### src/rtl/flash_arbiter.sv
// Two-master round-robin arbiter/sequencer in front of a single flash slave port.
// Each accepted request is registered and held on the slave port until ack or watchdog timeout.
module flash_arbiter #(
    parameter int ADDR_W  = 32,
    parameter int DATA_W  = 32,
    parameter int TIMEOUT = 255
) (
    input  logic              clk,
    input  logic              rst,
    input  logic [ADDR_W-1:0] m0_addr_i,
    input  logic [DATA_W-1:0] m0_data_i,
    input  logic              m0_select_i,
    input  logic              m0_we_i,
    output logic [DATA_W-1:0] m0_data_o,
    output logic              m0_ack_o,
    output logic              m0_err_o,
    input  logic [ADDR_W-1:0] m1_addr_i,
    input  logic [DATA_W-1:0] m1_data_i,
    input  logic              m1_select_i,
    input  logic              m1_we_i,
    output logic [DATA_W-1:0] m1_data_o,
    output logic              m1_ack_o,
    output logic              m1_err_o,
    output logic [ADDR_W-1:0] s_addr_o,
    output logic [DATA_W-1:0] s_data_o,
    output logic              s_select_o,
    output logic              s_we_o,
    input  logic [DATA_W-1:0] s_data_i,
    input  logic              s_ack_i,
    output logic [1:0]        dbg_state
);

    // Handshake: a master holds select (and its addr/data/we) until it sees a
    // one-cycle ack; the slave side holds s_select_o until s_ack_i is sampled high.

    localparam int CNT_W = (TIMEOUT > 2) ? $clog2(TIMEOUT) : 1;
    localparam logic [CNT_W-1:0] CNT_LAST = CNT_W'(TIMEOUT - 1);

    typedef enum logic [1:0] {
        IDLE = 2'd0,
        BUSY = 2'd1,
        DONE = 2'd2
    } state_t;

    state_t             state_q, state_d;
    logic               grant_q, grant_d;
    logic               last_q, last_d;
    logic [CNT_W-1:0]   cnt_q, cnt_d;
    logic [ADDR_W-1:0]  s_addr_d;
    logic [DATA_W-1:0]  s_data_d;
    logic               s_select_d, s_we_d;
    logic [DATA_W-1:0]  m0_data_d, m1_data_d;
    logic               m0_ack_d, m0_err_d, m1_ack_d, m1_err_d;
    logic               win;

    assign dbg_state = state_q;

    always_ff @(posedge clk or negedge rst) begin
        if (!rst) begin
            state_q    <= IDLE;
            grant_q    <= 1'b0;
            last_q     <= 1'b1;
            cnt_q      <= '0;
            s_addr_o   <= '0;
            s_data_o   <= '0;
            s_select_o <= 1'b0;
            s_we_o     <= 1'b0;
            m0_data_o  <= '0;
            m0_ack_o   <= 1'b0;
            m0_err_o   <= 1'b0;
            m1_data_o  <= '0;
            m1_ack_o   <= 1'b0;
            m1_err_o   <= 1'b0;
        end else begin
            state_q    <= state_d;
            grant_q    <= grant_d;
            last_q     <= last_d;
            cnt_q      <= cnt_d;
            s_addr_o   <= s_addr_d;
            s_data_o   <= s_data_d;
            s_select_o <= s_select_d;
            s_we_o     <= s_we_d;
            m0_data_o  <= m0_data_d;
            m0_ack_o   <= m0_ack_d;
            m0_err_o   <= m0_err_d;
            m1_data_o  <= m1_data_d;
            m1_ack_o   <= m1_ack_d;
            m1_err_o   <= m1_err_d;
        end
    end

    // Sole requester wins; a tie goes to the master that was not served last.
    assign win = (m0_select_i && m1_select_i) ? ~last_q : m1_select_i;

    always_comb begin
        state_d    = state_q;
        grant_d    = grant_q;
        last_d     = last_q;
        cnt_d      = cnt_q;
        s_addr_d   = s_addr_o;
        s_data_d   = s_data_o;
        s_select_d = s_select_o;
        s_we_d     = s_we_o;
        m0_data_d  = m0_data_o;
        m1_data_d  = m1_data_o;
        m0_ack_d   = 1'b0;
        m0_err_d   = 1'b0;
        m1_ack_d   = 1'b0;
        m1_err_d   = 1'b0;

        case (state_q)
            IDLE: begin
                s_select_d = 1'b0;
                if (m0_select_i || m1_select_i) begin
                    s_addr_d   = win ? m1_addr_i : m0_addr_i;
                    s_data_d   = win ? m1_data_i : m0_data_i;
                    s_we_d     = win ? m1_we_i   : m0_we_i;
                    s_select_d = 1'b1;
                    grant_d    = win;
                    last_d     = win;
                    cnt_d      = '0;
                    state_d    = BUSY;
                end
            end
            BUSY: begin
                // A slave ack always beats the watchdog, even on the last count.
                if (s_ack_i || (cnt_q == CNT_LAST)) begin
                    s_select_d = 1'b0;
                    state_d    = DONE;
                    if (grant_q) begin
                        m1_data_d = s_ack_i ? s_data_i : '0;
                        m1_ack_d  = 1'b1;
                        m1_err_d  = ~s_ack_i;
                    end else begin
                        m0_data_d = s_ack_i ? s_data_i : '0;
                        m0_ack_d  = 1'b1;
                        m0_err_d  = ~s_ack_i;
                    end
                end else begin
                    cnt_d = cnt_q + 1'b1;
                end
            end
            DONE: begin
                state_d = IDLE;
            end
            default: begin
                state_d = IDLE;
            end
        endcase
    end

endmodule

### config.mk
export PLATFORM = sky130hd
export DESIGN_NAME = flash_arbiter
export DESIGN_NICKNAME = d
export VERILOG_FILES = /design/src/rtl/flash_arbiter.sv
export SDC_FILE = /design/constraint.sdc
export NUM_CORES = 1
export LEC_CHECK = 0
export ABC_AREA = 1
export BUFFER_PORTS_ARGS = -buffer_cell sky130_fd_sc_hd__buf_4
export CAP_MARGIN = 15
export CELL_PAD_IN_SITES_DETAIL_PLACEMENT = 1
export CELL_PAD_IN_SITES_GLOBAL_PLACEMENT = 1
export CORE_ASPECT_RATIO = 0.75
export CORE_MARGIN = 2
export CORE_UTILIZATION = 30
export CTS_CLUSTER_SIZE = 14
export DETAILED_ROUTE_END_ITERATION = 10
export GPL_ROUTABILITY_DRIVEN = 0
export PLACE_DENSITY = 0.84
export SETUP_SLACK_MARGIN = 0.05
export SYNTH_ARGS = -nofsm -noshare
export SYNTH_HDL_FRONTEND = slang
export SYNTH_SLANG_ARGS = --single-unit
### constraint.sdc
create_clock -name clk -period 1.63 [get_ports clk]
set_clock_uncertainty 0.15 [all_clocks]
set_input_delay 0.163 -clock clk [delete_from_list [all_inputs] [get_ports clk]]
set_output_delay 0.163 -clock clk [all_outputs]
set_load 0.02 [all_outputs]
==> metrics.txt <==
maximum vdd drop=0.000728 V; # DRC=0; final wirelength=around 36 mm; Yosys top cell by area=dfrtp_1; status=finished with violations; pwr dens=1830 nW/µm²; largest net degree at the start of global routing=66; CP Class=flop to flop; Worst setup endpoint=m1_data_o[21]; Max-slew headroom=roughly 68%; Via Count=7815; Critical R2R Capture=m1_data_o[21]; met1 wire length=13.5 mm; maximum clock frequency=0.549 GHz; Setup crit start=cnt_q[0]; IO Pins=between 300 and 400; period utilisation layout=112%; final setup TNS=-7.54 ns; Num CTS Buffers=17; initial antenna violation count=3; Yosys top cell area share=57.0%; failing checks=negative setup slack; CTS tree=built; Worst EP required=roughly 1.8 ns; DRT antenna net count=0; detailed placer's ending HPWL=around 17 mm; Root Buffer=clkbuf_16; CP max FO=27; Tot GR Track Use=a little over a quarter; HP Class=input pin to asynchronous set/reset pin; maximum root-to-sink buffer count=2; slowest CP cell=dfrtp_1; WP data arrival=slightly below 2 ns; I/O Buffers=around 300; first-pass iteration count of the detailed router=4; routed wl met3=2.84 mm; Critical Path Most Common Cell=nand2_2; Final nets=1364; reg-to-reg setup timing slack=-0.19 ns; DP Area=9050 µm²; Layout fillers=2311; Core Region=21000 µm²; die height=130 µm; cells after synthesis=708; highest routed layer=met4; Final Instance Area=12100 µm²; reg2reg start=cnt_q[0]; worst slew pin tran=0.487 ns; Slew Viols, Final=0; Leak=5.83 nW; met2 routed WL=17.8 mm; critical path cell sequence=inv_1 > ha_2 > nand2_2 > nor2_4 > nand2_2 > nand2_4 > nand3_4 > buf_12 > nand2_1 > o21ai_1; Synth Area per Inst=8.99 µm²; Hold Vio Cnt, Final=0; first-pass GRT wire length=45.7 mm; FF+latch count, synth=146; Clock Latency Late Sink=0.41 ns; layout cells sized above 1=between 40% and 50%; slack of the critical path=-0.190 ns; crit-path max cell delay=~0.38 ns; area delta synth->final=89.7%; max-cap violations=0; Startpoint Class=flop; Cell Area, Synth=6370 µm²; post-layout min period=1.82 ns; Setup violations, final=76; Rows=46; Avg Vias per Cell=around 5.2; Worst-path clk slew=0.07 ns; Clock H-tree levels=4; Crit. End Element=flop; Synth Warn #=0; TritonCTS Sinks=146; Initial Utilization=30.3%; Die Footprint=22400 µm²; number of global-route vias before repair=7993; syn nets=877; wire per inst=about 24 µm; post-synthesis sequential area ratio=57.4%; GRT overflow=0; RSZ-0062 raised after global routing=yes; Synth cell types=21; R2R cell count=10; Die Wd=between 150 and 200 µm; Detailed Route Iter0 Violations=660; top post-synthesis cells by area=dfrtp_1, nand2_1, o21ai_0
-- synthesized netlist by cell type --
cell type and n:
o21ai_2 44, nand2_2 4, nor2_4 1, clkbuf_1 16
buf_2 17, nand2_1 195, nor3_1 1, buf_1 2
inv_1 18, o21ai_0 117, dfstp_2 1, nand3_1 8
o21ai_1 43, nand3_2 3, buf_6 12, dfrtp_1 145
ha_1 2, o21bai_1 1, nor2_1 76, nor2_2 1
inv_2 1
-- logic make-up (layout without fill, tap and decap cells) --
kind of cell               Yosys count  count (layout)  share of synthesized area [%]
AOI/OAI and AO/OA                  205             205                           18.7
adders and majority gates            2               2                          0.393
buffers and inverters               66             565                           5.64
DFF                                146             146                           57.4
other                                0               4                              0
and+or+nand+nor                    289             290                           17.8
-- worst min-delay path by stage --
stage | startpoint | slack, ns | cells past startpoint | endpoint
after floorplan | rst | -0.28 | 0 | cnt_q[0]
after global placement | rst | -0.02 | 1 | m0_data_o[9]
after detailed placement | rst | -0.01 | 1 | m1_data_o[9]
after CTS | m0_select_i | 0.11 | 5 | last_q
after global routing | rst | 0.13 | 2 | m0_data_o[3]
final | rst | 0.11 | 2 | m1_data_o[9]
-- routing by layer --
metal / global-route usage [%] / vias to the layer above
li1: - / 3298
met5: 0 / -
met4: 13.6 / 0
met2: 45.9 / 499
met1: 30.7 / 3876
met3: 8.04 / 142
-- worst max-delay path, delay by kind of cell, from the launching register on --
family	cells	cell delay (ns)
fa+ha+maj	1	0.17
flops	1	0.38
simple gates	6	0.61
compound gates	1	0.11
buf+inv	2	0.28
-- state kept, by name, indices dropped and copies added, names as in the netlist --
register    flops
s_select_o      1
s_addr_o       32
m1_ack_o        1
cnt_q           8
dbg_state       2
m1_err_o        1
last_q          1
m1_data_o      32
s_data_o       32
m0_data_o      32
m0_err_o        1
s_we_o          1
grant_q         1
m0_ack_o        1
-- metrics by stage --
step	std cells	total power, mW	setup WS (ns)	util, %	hold slack [ns]
after floorplan	708	11.0	0.0134	-	-0.283
after global placement	1277	14.9	-0.0282	43.1	-0.0162
after detailed placement	1277	15.3	-0.0781	43.1	-0.0141
after CTS	1474	19.8	-0.112	53.9	0.108
after global routing	1499	23.0	-0.266	57.5	0.129
final	1500	22.1	-0.190	57.5	0.109
-- power by group --
part           leakage (nW)  internal [mW]  switching (mW)
clock network         0.300           2.42            1.72
logic                  3.68           4.52            6.81
registers              1.85           5.28            1.38
total                  5.83           12.2            9.90
-- cell type report --
type                       count  area (µm²)  area share (%)
antenna                        4        10.0          0.0828
clock buffer                  20         467            3.86
clock inverter                12         145            1.20
inverter                      19        78.8           0.652
multi-input combinational    497        2750            22.8
sequential                   146        3660            30.3
tap                          288         360            2.98
timing repair buffer         514        4620            38.2
-- cell usage in the layout (no fill, tap or decap), types with 15 or more instances in the layout --
cell type	count
o21ai_1	96
nand2_4	15
nor2_1	74
o21ai_2	74
clkbuf_16	26
nand2_2	22
inv_1	15
dlygate4sd3_1	164
nand2_1	161
buf_4	317
dfrtp_1	144
o21ai_0	31
-- what timing repair did --
action / in CTS / in global routing
buffers inserted: 1 / 8
hold buffers: 164 / 0
resized for setup: 5 / 192
pin swaps: 0 / 15
gates cloned: 0 / 14
endpoints found under the setup margin: 100 / 143
hold endpoints to repair: 277 / 0
(Power assumes the default switching activity.)
